`src/rtl/uart_tx_scheduler.sv`:
```
// rtl/uart_tx_scheduler.sv - shares one UART transmitter among NUM_REQ byte producers
// Build option: define UART_SCHED_FIXED_PRIO_EN for fixed priority (requester 0 highest);
//   default is round-robin arbitration.
// Ports:
//   clk         system clock, all logic on posedge
//   rst         synchronous, active-high reset
//   req_valid   requester i offers a byte
//   req_data    byte of requester i at [8*i+7:8*i]
//   req_ready   one-hot grant, transfer when valid & ready
//   tx_en       start/hold request to the transmitter
//   tx_data     byte to the transmitter, stable while tx_en=1
//   tx_done     transmitter 1-cycle pulse: frame finished
//   fifo_count  current TX FIFO occupancy
//   busy        1 while the FSM is not IDLE or the FIFO is non-empty
module uart_tx_scheduler #(
  parameter int NUM_REQ    = 2,
  parameter int FIFO_DEPTH = 8
) (
  input  logic                        clk,
  input  logic                        rst,
  input  logic [NUM_REQ-1:0]          req_valid,
  input  logic [8*NUM_REQ-1:0]        req_data,
  output logic [NUM_REQ-1:0]          req_ready,
  output logic                        tx_en,
  output logic [7:0]                  tx_data,
  input  logic                        tx_done,
  output logic [$clog2(FIFO_DEPTH):0] fifo_count,
  output logic                        busy
);
  localparam int CNT_W = $clog2(FIFO_DEPTH) + 1;
  localparam int PTR_W = $clog2(FIFO_DEPTH);
  localparam int IDX_W = (NUM_REQ > 1) ? $clog2(NUM_REQ) : 1;

  typedef enum logic [1:0] {IDLE, SEND, GAP} state_t;

  state_t           state;
  state_t           state_next;
  logic [7:0]       mem [FIFO_DEPTH];
  logic [PTR_W-1:0] wr_ptr;
  logic [PTR_W-1:0] rd_ptr;
  logic [CNT_W-1:0] count;
  logic             full;
  logic             empty;
  logic             push;
  logic             pop;
  logic [IDX_W-1:0] start_idx;
  logic [IDX_W-1:0] grant_idx;
  logic             found;
  logic [7:0]       req_byte [NUM_REQ];
  logic [7:0]       push_data;

  function automatic logic [IDX_W-1:0] wrap_idx(input int v);
    return IDX_W'(v % NUM_REQ);
  endfunction

  for (genvar i = 0; i < NUM_REQ; i++) begin : g_bytes
    assign req_byte[i] = req_data[8*i +: 8];
  end

  // Full uses the registered count, so a slot freed by this cycle's pop
  // is not offered until the next cycle.
  assign full  = (count == CNT_W'(FIFO_DEPTH));
  assign empty = (count == '0);
  assign pop   = (state == IDLE) && !empty;

`ifdef UART_SCHED_FIXED_PRIO_EN
  assign start_idx = '0;
`else
  logic [IDX_W-1:0] rr_ptr;

  always_ff @(posedge clk) begin
    if (rst) begin
      rr_ptr <= '0;
    end else if (push) begin
      rr_ptr <= wrap_idx(int'(grant_idx) + 1);
    end
  end

  assign start_idx = rr_ptr;
`endif

  // First valid requester at or after start_idx, wrapping around.
  always_comb begin
    req_ready = '0;
    grant_idx = '0;
    found     = 1'b0;
    if (!full) begin
      for (int k = 0; k < NUM_REQ; k++) begin
        if (!found && req_valid[wrap_idx(int'(start_idx) + k)]) begin
          found     = 1'b1;
          grant_idx = wrap_idx(int'(start_idx) + k);
        end
      end
      if (found) begin
        req_ready[grant_idx] = 1'b1;
      end
    end
  end

  assign push      = found;
  assign push_data = req_byte[grant_idx];

  always_ff @(posedge clk) begin
    if (rst) begin
      wr_ptr <= '0;
      rd_ptr <= '0;
      count  <= '0;
    end else begin
      if (push) begin
        mem[wr_ptr] <= push_data;
        wr_ptr      <= wr_ptr + PTR_W'(1);
      end
      if (pop) begin
        rd_ptr <= rd_ptr + PTR_W'(1);
      end
      if (push && !pop) begin
        count <= count + CNT_W'(1);
      end else if (pop && !push) begin
        count <= count - CNT_W'(1);
      end
    end
  end

  // tx_data only changes on pop, so it keeps the last byte sent.
  always_ff @(posedge clk) begin
    if (rst) begin
      state   <= IDLE;
      tx_data <= '0;
    end else begin
      state <= state_next;
      if (pop) begin
        tx_data <= mem[rd_ptr];
      end
    end
  end

  always_comb begin
    state_next = state;
    tx_en      = 1'b0;
    case (state)
      IDLE: begin
        if (!empty) begin
          state_next = SEND;
        end
      end
      SEND: begin
        tx_en = 1'b1;
        if (tx_done) begin
          state_next = GAP;
        end
      end
      GAP: begin
        // one low cycle on tx_en lets the transmitter re-arm
        state_next = IDLE;
      end
      default: begin
        state_next = IDLE;
      end
    endcase
  end

  assign fifo_count = count;
  assign busy       = (state != IDLE) || !empty;

endmodule

```
`config.mk`:
```
export PLATFORM = sky130hd
export DESIGN_NAME = uart_tx_scheduler
export DESIGN_NICKNAME = d
export VERILOG_FILES = /design/src/rtl/uart_tx_scheduler.sv
export SDC_FILE = /design/constraint.sdc
export NUM_CORES = 1
export LEC_CHECK = 0
export BUFFER_PORTS_ARGS = -buffer_cell sky130_fd_sc_hd__buf_2
export CAP_MARGIN = 40
export CORE_ASPECT_RATIO = 0.5
export CORE_MARGIN = 2
export CORE_UTILIZATION = 50
export CTS_CLUSTER_SIZE = 14
export DETAILED_ROUTE_END_ITERATION = 7
export PLACE_DENSITY_LB_ADDON = 0.12
export SLEW_MARGIN = 20
export SYNTH_ARGS = -nofsm -noshare
export SYNTH_HDL_FRONTEND = slang
export SYNTH_SLANG_ARGS = --single-unit
```
`constraint.sdc`:
```
create_clock -name clk -period 3.05 [get_ports clk]
set_input_delay 0.305 -clock clk [delete_from_list [all_inputs] [get_ports clk]]
set_output_delay 0.305 -clock clk [all_outputs]
set_load 0.02 [all_outputs]
```
# Word level (Yosys, flattened, before mapping)
# Memory sizes are Yosys's and may differ from the RTL's. A register that Yosys moved wholly into a read port is not among the register bits.
# Cells that the tools add are included.
# classes
add_sub_neg	6
n_lt_le_gt_ge	5
n_eq_ne	4
mux	29
bitwise	1
reduce_logical	15
# op_table
operator	count
8-bit two-way mux	3
1-bit two-way mux	18
2-bit two-way mux	4
4-bit two-way mux	2
3-bit by 1-bit adder with 3-bit output, second input constant	2
1-bit by 2-bit < comparator with 1-bit output, second input constant	3
1-bit logical AND	5
4-bit by 1-bit adder with 4-bit output, second input constant	1
4-bit == test, second input constant	1
1-bit logical NOT	4
4-bit logical NOT	1
2-bit != test, second input constant	2
2-bit case mux with 2 select lines	1
2-bit nonzero test	2
4-bit by 1-bit subtractor with 4-bit output, second input constant	1
1-bit adder, second input constant	2
2-bit by 1-bit == test with 1-bit output, second input constant	1
2-bit >= comparator, second input constant	1
2-bit logical NOT	1
1-bit NOT with 2-bit output	1
2-bit AND reduction	1
1-bit demux with 1-bit select	1
1-bit >= comparator, second input constant	1
1-bit logical OR	1
# totals
register_bits	13
ram_bits	64
in_bits	21
out_inout_bits	16
memories	1
# mem_list
name	depth	width	rd	rd_ports_with_merged_regs	write_ports	line_no	rtl
mem	8	8	1	1	1	38	logic [7:0] mem [FIFO_DEPTH];

# Logic depth before layout (Yosys ltp)
# Gate-level depths: netlist (run 1).
# logic_depth
word_depth	14
mapped_depth	10
mapped_depth_nobuf	10

# Worst setup path after synthesis (run 1)
# Ideal clock, no wire load.
# synth_timing
kind	register to register
start	reg count[0] (netlist: fifo_count[0])
end	reg count[3] (netlist: fifo_count[3])
arrival_time_ns	2.553
required_ns	2.929
setup_slack_ns	0.377
path_stages_with_launch	11
n_path_buf	0
cell_sequence	dfxtp_1 or4b_4 o21ai_4 inv_2 ha_1 inv_1 ha_1 a21oi_1 a211oi_1 a31oi_1 mux2_2
# synth_via
word_cells_on_any_way	14
classes_between	add/sub (2); eq/ne (1); mux (3); reduce/logical (8)
# synth_lines
element	line_no	rtl
start, declared	41	logic [CNT_W-1:0] count;
start signal, assigned	117	count <= count + CNT_W'(1);
start signal, assigned	119	count <= count - CNT_W'(1);
4-bit == test (*)	62	assign full = (count == CNT_W'(FIFO_DEPTH));
1-bit two-way mux (*)	87	if (!full) begin
net found	48	logic found;
1-bit logical NOT	118	end else if (pop && !push) begin
1-bit logical AND	118	
2-bit nonzero test (no source line)	-	
# Mark *: on every way through the listed nets, which the timed path passes. The rest lies on a longest branch. The select of a mux whose other input is x is not followed.
# A chain may end at the register's enable or synchronous reset.

# Final worst setup path (run 1)
# Same ends and word-level chain as after synthesis.

==> results of run 1 <==
power groups by stage:
stage	Combinational, W	Clock [W]	Sequential, W
global placement	0.00114	0	0.00155
global route	0.00133	0.00116	0.00153
CTS	0.00121	0.00111	0.00151
finish	0.00119	0.00108	0.00151
floorplan	0.000839	0	0.00158
detailed placement	0.00120	0	0.00154
flip-flops by register name, summed over array words and instances, names as in the netlist:
register    cells
tx_data         8
mem            64
wr_ptr          3
rr_ptr          1
rd_ptr          3
fifo_count      4
state           2
area by class of cell:
type	count	area share
inverter	6	0.00546
sequential	85	0.568
clock inverter	3	0.0109
multi-input combinational	121	0.260
clock buffer	12	0.0622
timing repair buffer	47	0.0655
tap	92	0.0279
through the flow:
step	std cells	util	instance area [um2]	worst slack, ps
2_1_floorplan	221	-	3490	377
3_3_place_gp	350	0.566	3810	380
3_5_place_dp	351	0.568	3820	272
4_1_cts	366	0.613	4130	251
5_1_grt	366	0.613	4130	88.8
6_report	366	0.613	4130	223
synthesized netlist by cell type, drive strengths merged, types with 4 or more instances:
cell type   n  area (um2)
xnor2       4        35.0
o22ai       8        50.1
mux2        9         101
edfxtp     64        1920
clkbuf      5        20.0
nand3       5        62.6
buf         4        28.8
a21oi       8        40.0
dfxtp      21         420
nor3       12        60.1
ha          5        62.6
nor2       23        86.3
mux4       16         360
inv         6        22.5
nand2      11        41.3
per-layer routing:
metal  global-route usage  share of wire  wire (um)  vias to the layer above
met3               0.0697          0.057        379                       14
met5                    0              0          0                        -
li1                     -              -          -                      940
met2                0.323           0.48       3200                       53
met1                0.253           0.43       2870                      970
met4               0.0819          0.024        160                        0
worst paths after layout:
check                             startpoint                         end  slack [ps]  cells after the start
setup / recovery  fifo_count[0]$_SDFFE_PP0P_  fifo_count[3]$_SDFFE_PP0P_         220                     10
hold / removal                       tx_done       state[1]$_SDFFE_PP0P_         230                      2
setup reg to reg  fifo_count[0]$_SDFFE_PP0P_  fifo_count[3]$_SDFFE_PP0P_         220                     10
hold reg to reg      tx_data[3]$_SDFFE_PP0P_     tx_data[3]$_SDFFE_PP0P_         490                      2
logic make-up after synthesis:
logic type | after synthesis
AO/OA/AOI/OAI | 20
XOR/XNOR | 5
adder cells (fa/ha/maj) | 6
buffers and inverters | 15
flip-flops | 85
multiplexers | 26
AND/OR/NAND/NOR | 64
==> flow_summary.toml, run 1 <==
[critical_path]
crit_fanout = 8
crit_arrival_ps = 3050
critPathMostFrequentCell = "ha_1"
cp_num_buf_inv = 2
critPathLaunchType = "flip-flop"
cp_data_required_time_ps = 3270
slowest_delay_ps = 620
crit_chain = "or4b_4 > o21ai_4 > inv_2 > ha_1 > inv_1 > ha_1 > a21oi_1 > a211oi_1 > a31oi_1 > mux2_2"
slowest_stage = "or4b_4"
path_delay_family = "compound AO/OA/AOI/OAI gates"
end_kind = "flip-flop"
critPathKind = "reg2reg"

[yosys]
synth-edff-count = 64
synthMuxAreaShare = 0.135
synth-seq-area-share = 0.672
avgSynthCellArea_um2 = 15.8
synth_top_family_by_area = "multiplexers"
async_flop_share = 0
synthesis.area_um2 = 3490
synthCells = 221
synth-simple-area-share = 0.100
synthAdderAreaFrac = 0.0237
syn-num-nets = 248
yosys_warnings = 0
ys_seq_elements = 85
synth.distinct_cells = 38
synth_compound_area_frac = 0.0359
synth_xor_xnor_area_share = 0.0126
synth_top_flop_cell = "edfxtp_1"

[route]
via_per_inst = 5.40
ant_nets = 0
dr.pass1.iters = 4
wirelength_um = 6610
wl_per_cell_um = 18.1
drc_errors = 0
num_vias = 1977
first_iter_violations = 138

[clock_tree]
clk_pin_slew_ps = 60
clockRootBuffer = "clkbuf_16"
cts_htree_levels = 3
hold_buffers = 0
cts_tree = "yes"
clock_latency_ps = 330
post_cts_resized = 0
cts_buffers = 9
postCtsSetupRepairBufs = 0
cts_sinks = 85
clockBufferDepth = 2

[final_layout]
regArea_um2 = 2340
insertedDiodeCount = 0
multi_input_area_um2 = 1070
final_cell_mix = "64 x edfxtp_1, 36 x buf_2, 23 x nor2_1, 21 x dfxtp_1, 16 x mux4_2"
nNetsFinal = 297
final_layout_size_suffix_gt1_frac = 0.336
final_common_cell = "edfxtp_1"
fill_cells = 536
area_growth_pct = 18.3

[floorplan]
fp.dieW_um = 122
rows = 21
coreArea_um2 = 6730
die_area_um2 = 7700
ioPinCount = 37
die_h_um = 63.1
start_util = 0.518

[timing]
fmax_mhz = 354
skew_ps = 5.78
drv_slew = 0
tns_ps = 0
slew_headroom = 0.658
grt_setup_unrepaired = "false"
min_period_ps = 2830
fin_crit_sh = 0.927
holdWs_ps = 225
finalSetupViolations = 0
tightest_slew_ps = 513
final-hold-violation-count = 0

[pwr]
finalPower_w = 0.00379
ir_worst_vdd_v = 0.000333
p_leak_nw = 1.48
combPwrFrac = 0.315
switching_share = 0.311
p_per_area_nw_per_um2 = 918
internal_power_w = 0.00261
p_clk_frac = 0.286
p_sw_w = 0.00118
share_seq_of_total_power = 0.399

[grt]
first_global_vias = 2077
overflow = 0
grt_max_degree = 27
grt_antenna_before_repair = 0
grt_pass1_wl_um = 10900
grt.total_usage = 0.202

[placement]
numPortBuffers = 36
gp_congestion = 0.763
dp_hpwl_um = 4300

[outcome]
status = "completed"

[flow_run]
maxCapViolCount = 0

[worst_hold_path]
worstHoldPathType = "in2reg"
Power figures use the tool's default switching activity.
==> inputs of run 2 (changes only) <==
clock period = 2.4 ns   (was 3.05 ns; I/O delays follow)
==> flow_summary.toml, run 2 (synthesized netlist as in run 1, its figures left out) <==
[final_layout]
utilization = 0.632
regMostFlops = "mem"
final_cell_mix = "64 x edfxtp_1, 36 x buf_2, 23 x nor2_1, 21 x buf_4, 17 x dfxtp_1"
largest_register_ffs = 64
fill_cells = 513
area_growth_pct = 22.0
nNetsFinal = 307
insertedDiodeCount = 0
final_common_cell = "edfxtp_1"
final_layout_size_suffix_gt1_frac = 0.400

[grt]
grt.total_usage = 0.205
grt_max_degree = 19
overflow = 0
grt_pass1_wl_um = 11000
first_global_vias = 2060
grt_antenna_before_repair = 0

[timing]
min_period_ps = 2360
tightest_slew_ps = 479
final-hold-violation-count = 0
slew_headroom = 0.679
grt_setup_unrepaired = "true"
fmax_mhz = 423
finalSetupViolations = 0
skew_ps = 5.33
fin_crit_sh = 0.985
holdWs_ps = 158
drv_slew = 0

[placement]
numPortBuffers = 36
gp_congestion = 0.830
dp_hpwl_um = 4430

[critical_path]
crit_fanout = 4
crit_arrival_ps = 2580
end_kind = "flip-flop"
reg2reg_slack_ps = 40
critPathLaunchType = "flip-flop"
cp_data_required_time_ps = 2620
critPathKind = "reg2reg"

[worst_hold_path]
worstHoldPathType = "in2reg"

[clock_tree]
cts_sinks = 85
hold_buffers = 0
clk_pin_slew_ps = 60
cts_htree_levels = 3
clockBufferDepth = 2
cts_buffers = 9
clockRootBuffer = "clkbuf_16"
cts_tree = "yes"
clock_latency_ps = 330

[outcome]
status = "completed"

[route]
first_iter_violations = 155
wl_met3_um = 449
ant_nets = 0
wl_per_cell_um = 18.3
via_per_inst = 5.45
highest_layer = "met4"
wl_met1_um = 3080
wirelength_um = 6890
wl_met2_um = 3300
drc_errors = 0
dr.pass1.iters = 4
num_vias = 2056

[pwr]
p_leak_nw = 1.53
p_per_area_nw_per_um2 = 1180
ir_worst_vdd_v = 0.000598

[floorplan]
fp.dieW_um = 122
ioPinCount = 37
start_util = 0.518
die_h_um = 63.1
rows = 21
die_area_um2 = 7700
coreArea_um2 = 6730

[flow_run]
maxCapViolCount = 0
[run 2: changes by cell type in the layout (fill, tap and decap cells not counted), sizes merged]
cell      delta
clkinv       +4
buf         +10
clkbuf       -2
clkinvlp     -1
[run 2: worst paths after layout]
kind	cells past startpoint	startpoint	to
worst max-delay path	10	fifo_count[1]$_SDFFE_PP0P_	fifo_count[3]$_SDFFE_PP0P_
worst min-delay path	2	tx_done	state[1]$_SDFFE_PP0P_
worst max register to register	10	fifo_count[1]$_SDFFE_PP0P_	fifo_count[3]$_SDFFE_PP0P_
worst min register to register	2	rr_ptr$_SDFFE_PP0P_	rr_ptr$_SDFFE_PP0P_
[run 2: metrics by stage]
stage | cells | TNS [ps] | total power [W] | instance area (um2) | setup slack, ps
after global routing | 377 | -81.2 | 0.00529 | 4250 | -81.2
after detailed placement | 357 | 0 | 0.00360 | 3910 | 0.365
final | 377 | 0 | 0.00500 | 4250 | 36.5
after floorplan | 221 | -6.48 | 0.00314 | 3530 | -6.48
after global placement | 357 | 0 | 0.00357 | 3910 | 87.8
after CTS | 374 | 0 | 0.00496 | 4210 | 11.2
[run 2: power breakdown]
group | internal (W) | switching, W | leakage (nW)
registers | 0.00180 | 0.0000993 | 0.754
logic | 0.000802 | 0.000958 | 0.638
clock network | 0.000803 | 0.000539 | 0.140
total | 0.00341 | 0.00160 | 1.53
[run 2: layout make-up]
class / count / area (um2) / area share
Inverter: 6 / 25.0 / 0.00588
Tap cell: 92 / 115 / 0.0271
Timing Repair Buffer: 57 / 338 / 0.0794
Multi-Input combinational cell: 121 / 1130 / 0.266
Sequential cell: 85 / 2350 / 0.553
Clock inverter: 6 / 63.8 / 0.0150
Clock buffer: 10 / 229 / 0.0538
[run 2: critical path, cell delays in order (launching register included)]
cell	delay (ps)
dfxtp_4	350
or4b_4	560
o21ai_4	80
inv_2	70
ha_4	170
inv_4	70
ha_4	220
a21oi_4	140
a211oi_2	80
a31oi_1	160
mux2_2	350
[run 2: metal layers]
metal / GRT usage / vias to the layer above
li1: - / 971
met1: 0.262 / 1030
met2: 0.328 / 49
met3: 0.0897 / 6
met4: 0.0431 / 0
met5: 0 / -
[run 2: what timing repair did]
| item | in CTS | in global routing |
|---|---|---|
| pin swaps | 2 | 2 |
| setup endpoints to repair | 1 | 1 |
| resized for setup | 0 | 4 |
| setup buffers | 1 | 3 |
==> inputs of run 3 (changes only) <==
--- a/config.mk
+++ b/config.mk
@@ -14,5 +14,4 @@
 export DETAILED_ROUTE_END_ITERATION = 7
 export PLACE_DENSITY_LB_ADDON = 0.12
-export SLEW_MARGIN = 20
 export SYNTH_ARGS = -nofsm -noshare
 export SYNTH_HDL_FRONTEND = slang
==> constraint.sdc (replaced) <==
create_clock -name clk -period 2.4 [get_ports clk]
set_input_delay 0.24 -clock clk [delete_from_list [all_inputs] [get_ports clk]]
set_output_delay 0.24 -clock clk [all_outputs]
set_load 0.01 [all_outputs]
==> flow_summary.toml, run 3 (synthesized netlist as in run 1, its figures left out) <==
[final_layout]
final_layout_size_suffix_gt1_frac = 0.384
largest_register_ffs = 64
final_area_um2 = 4230
final_cell_mix = "64 x edfxtp_1, 36 x buf_2, 23 x nor2_1, 20 x buf_4, 17 x dfxtp_1"
area_growth_pct = 21.2
regMostFlops = "mem"
insertedDiodeCount = 0
final_cells = 376
nNetsFinal = 306
final_common_cell = "edfxtp_1"

[critical_path]
worstSetupPathDepth = 10
r2r_cells = 10
crit_chain = "or4b_4 > o21ai_4 > inv_2 > ha_4 > inv_4 > ha_4 > a21oi_4 > a211oi_1 > a31oi_1 > mux2_2"
path_delay_family = "simple AND/OR/NAND/NOR gates"
end_kind = "flip-flop"
crit_arrival_ps = 2530
critPathLaunchType = "flip-flop"
critPathKind = "reg2reg"
crit_fanout = 4
critPathMostFrequentCell = "ha_4"
cp_data_required_time_ps = 2620
reg2reg_slack_ps = 90
r2r-start = "fifo_count[1]$_SDFFE_PP0P_"
cp_num_buf_inv = 2
r2r_end = "fifo_count[3]$_SDFFE_PP0P_"
slowest_delay_ps = 550
slowest_stage = "or4b_4"

[route]
first_iter_violations = 183
via_per_inst = 5.50
drc_errors = 0
wl_per_cell_um = 18.8
wirelength_um = 7070
num_vias = 2069
ant_nets = 0
dr.pass1.iters = 4

[timing]
drv_slew = 0
holdWs_ps = 169
min_period_ps = 2310
finalSetupViolations = 0
tightest_slew_ps = 518
fin_crit_sh = 0.961
skew_ps = 8.21
fmax_mhz = 434
slew_headroom = 0.654
final-hold-violation-count = 0

[placement]
numPortBuffers = 36
place_area_um2 = 3910
gp_congestion = 0.771
dp_hpwl_um = 4540
dpl.cell_count = 357

[grt]
grt.total_usage = 0.204
grt_antenna_before_repair = 0
grt_pass1_wl_um = 11000
first_global_vias = 2001
overflow = 0
grt_max_degree = 21

[clock_tree]
hold_buffers = 0
clk_pin_slew_ps = 60
clockRootBuffer = "clkbuf_16"
cts_sinks = 85
cts_tree = "yes"
cts_buffers = 9
clockBufferDepth = 2
clock_latency_ps = 330
cts_htree_levels = 3

[floorplan]
start_util = 0.518
rows = 21
die_h_um = 63.1
coreArea_um2 = 6730
ioPinCount = 37
fp.dieW_um = 122
die_area_um2 = 7700

[pwr]
share_seq_of_total_power = 0.389
combPwrFrac = 0.339
p_sw_w = 0.00151
internal_power_w = 0.00338
p_clk_frac = 0.271
p_leak_nw = 1.53
switching_share = 0.309
p_per_area_nw_per_um2 = 1160
ir_worst_vdd_v = 0.000565

[worst_hold_path]
min_to = "state[1]$_SDFFE_PP0P_"
worstHoldPathType = "in2reg"
whs_path_depth = 2
hold_start = "tx_done"

[outcome]
status = "completed"

[flow_run]
maxCapViolCount = 0
## run 3: metal layers
metal  GRT usage  up-vias  wire [um]
met5           0        -          0
met4      0.0560        0         19
met3      0.0625        2        549
met2       0.308       64       3460
met1       0.291     1036       3040
li1            -      967          -
## run 3: worst max path at each step
stage	from	end	slack [ps]
finish	fifo_count[1]$_SDFFE_PP0P_	fifo_count[3]$_SDFFE_PP0P_	90
global placement	fifo_count[2]$_SDFFE_PP0P_	fifo_count[3]$_SDFFE_PP0P_	70
global route	fifo_count[1]$_SDFFE_PP0P_	fifo_count[3]$_SDFFE_PP0P_	-7
floorplan	fifo_count[2]$_SDFFE_PP0P_	fifo_count[3]$_SDFFE_PP0P_	10
CTS	fifo_count[2]$_SDFFE_PP0P_	fifo_count[3]$_SDFFE_PP0P_	40
detailed placement	fifo_count[2]$_SDFFE_PP0P_	fifo_count[3]$_SDFFE_PP0P_	50
## run 3: power groups by stage
stage	Sequential [W]	Clock (W)	Combinational, W
final	0.00190	0.00133	0.00166
after global routing	0.00192	0.00142	0.00183
after CTS	0.00191	0.00136	0.00163
after detailed placement	0.00194	0	0.00162
after global placement	0.00192	0	0.00156
after floorplan	0.00196	0	0.00111
## run 3: final cells by class
type                            count  area [um2]
Fill cell                         528        2500
Sequential cell                    85        2350
Timing Repair Buffer               56         330
Clock inverter                      5        51.3
Inverter                            6        25.0
Clock buffer                       11         233
Tap cell                           92         115
Multi-Input combinational cell    121        1120
## run 3: metrics by stage
stage | worst slack (ps) | total power (W) | util | TNS (ps)
3_5_place_dp | 51.5 | 0.00355 | 0.581 | 0
4_1_cts | 36.3 | 0.00489 | 0.623 | 0
2_1_floorplan | 9.79 | 0.00307 | - | 0
5_1_grt | -7.26 | 0.00518 | 0.628 | -7.26
6_report | 94.8 | 0.00489 | 0.628 | 0
3_3_place_gp | 74.1 | 0.00349 | 0.577 | 0
## run 3: timing repair
action / 4_1_cts / 5_1_grt
buffers inserted: 0 / 3
setup endpoints to repair: 0 / 1
resized for setup: 0 / 2
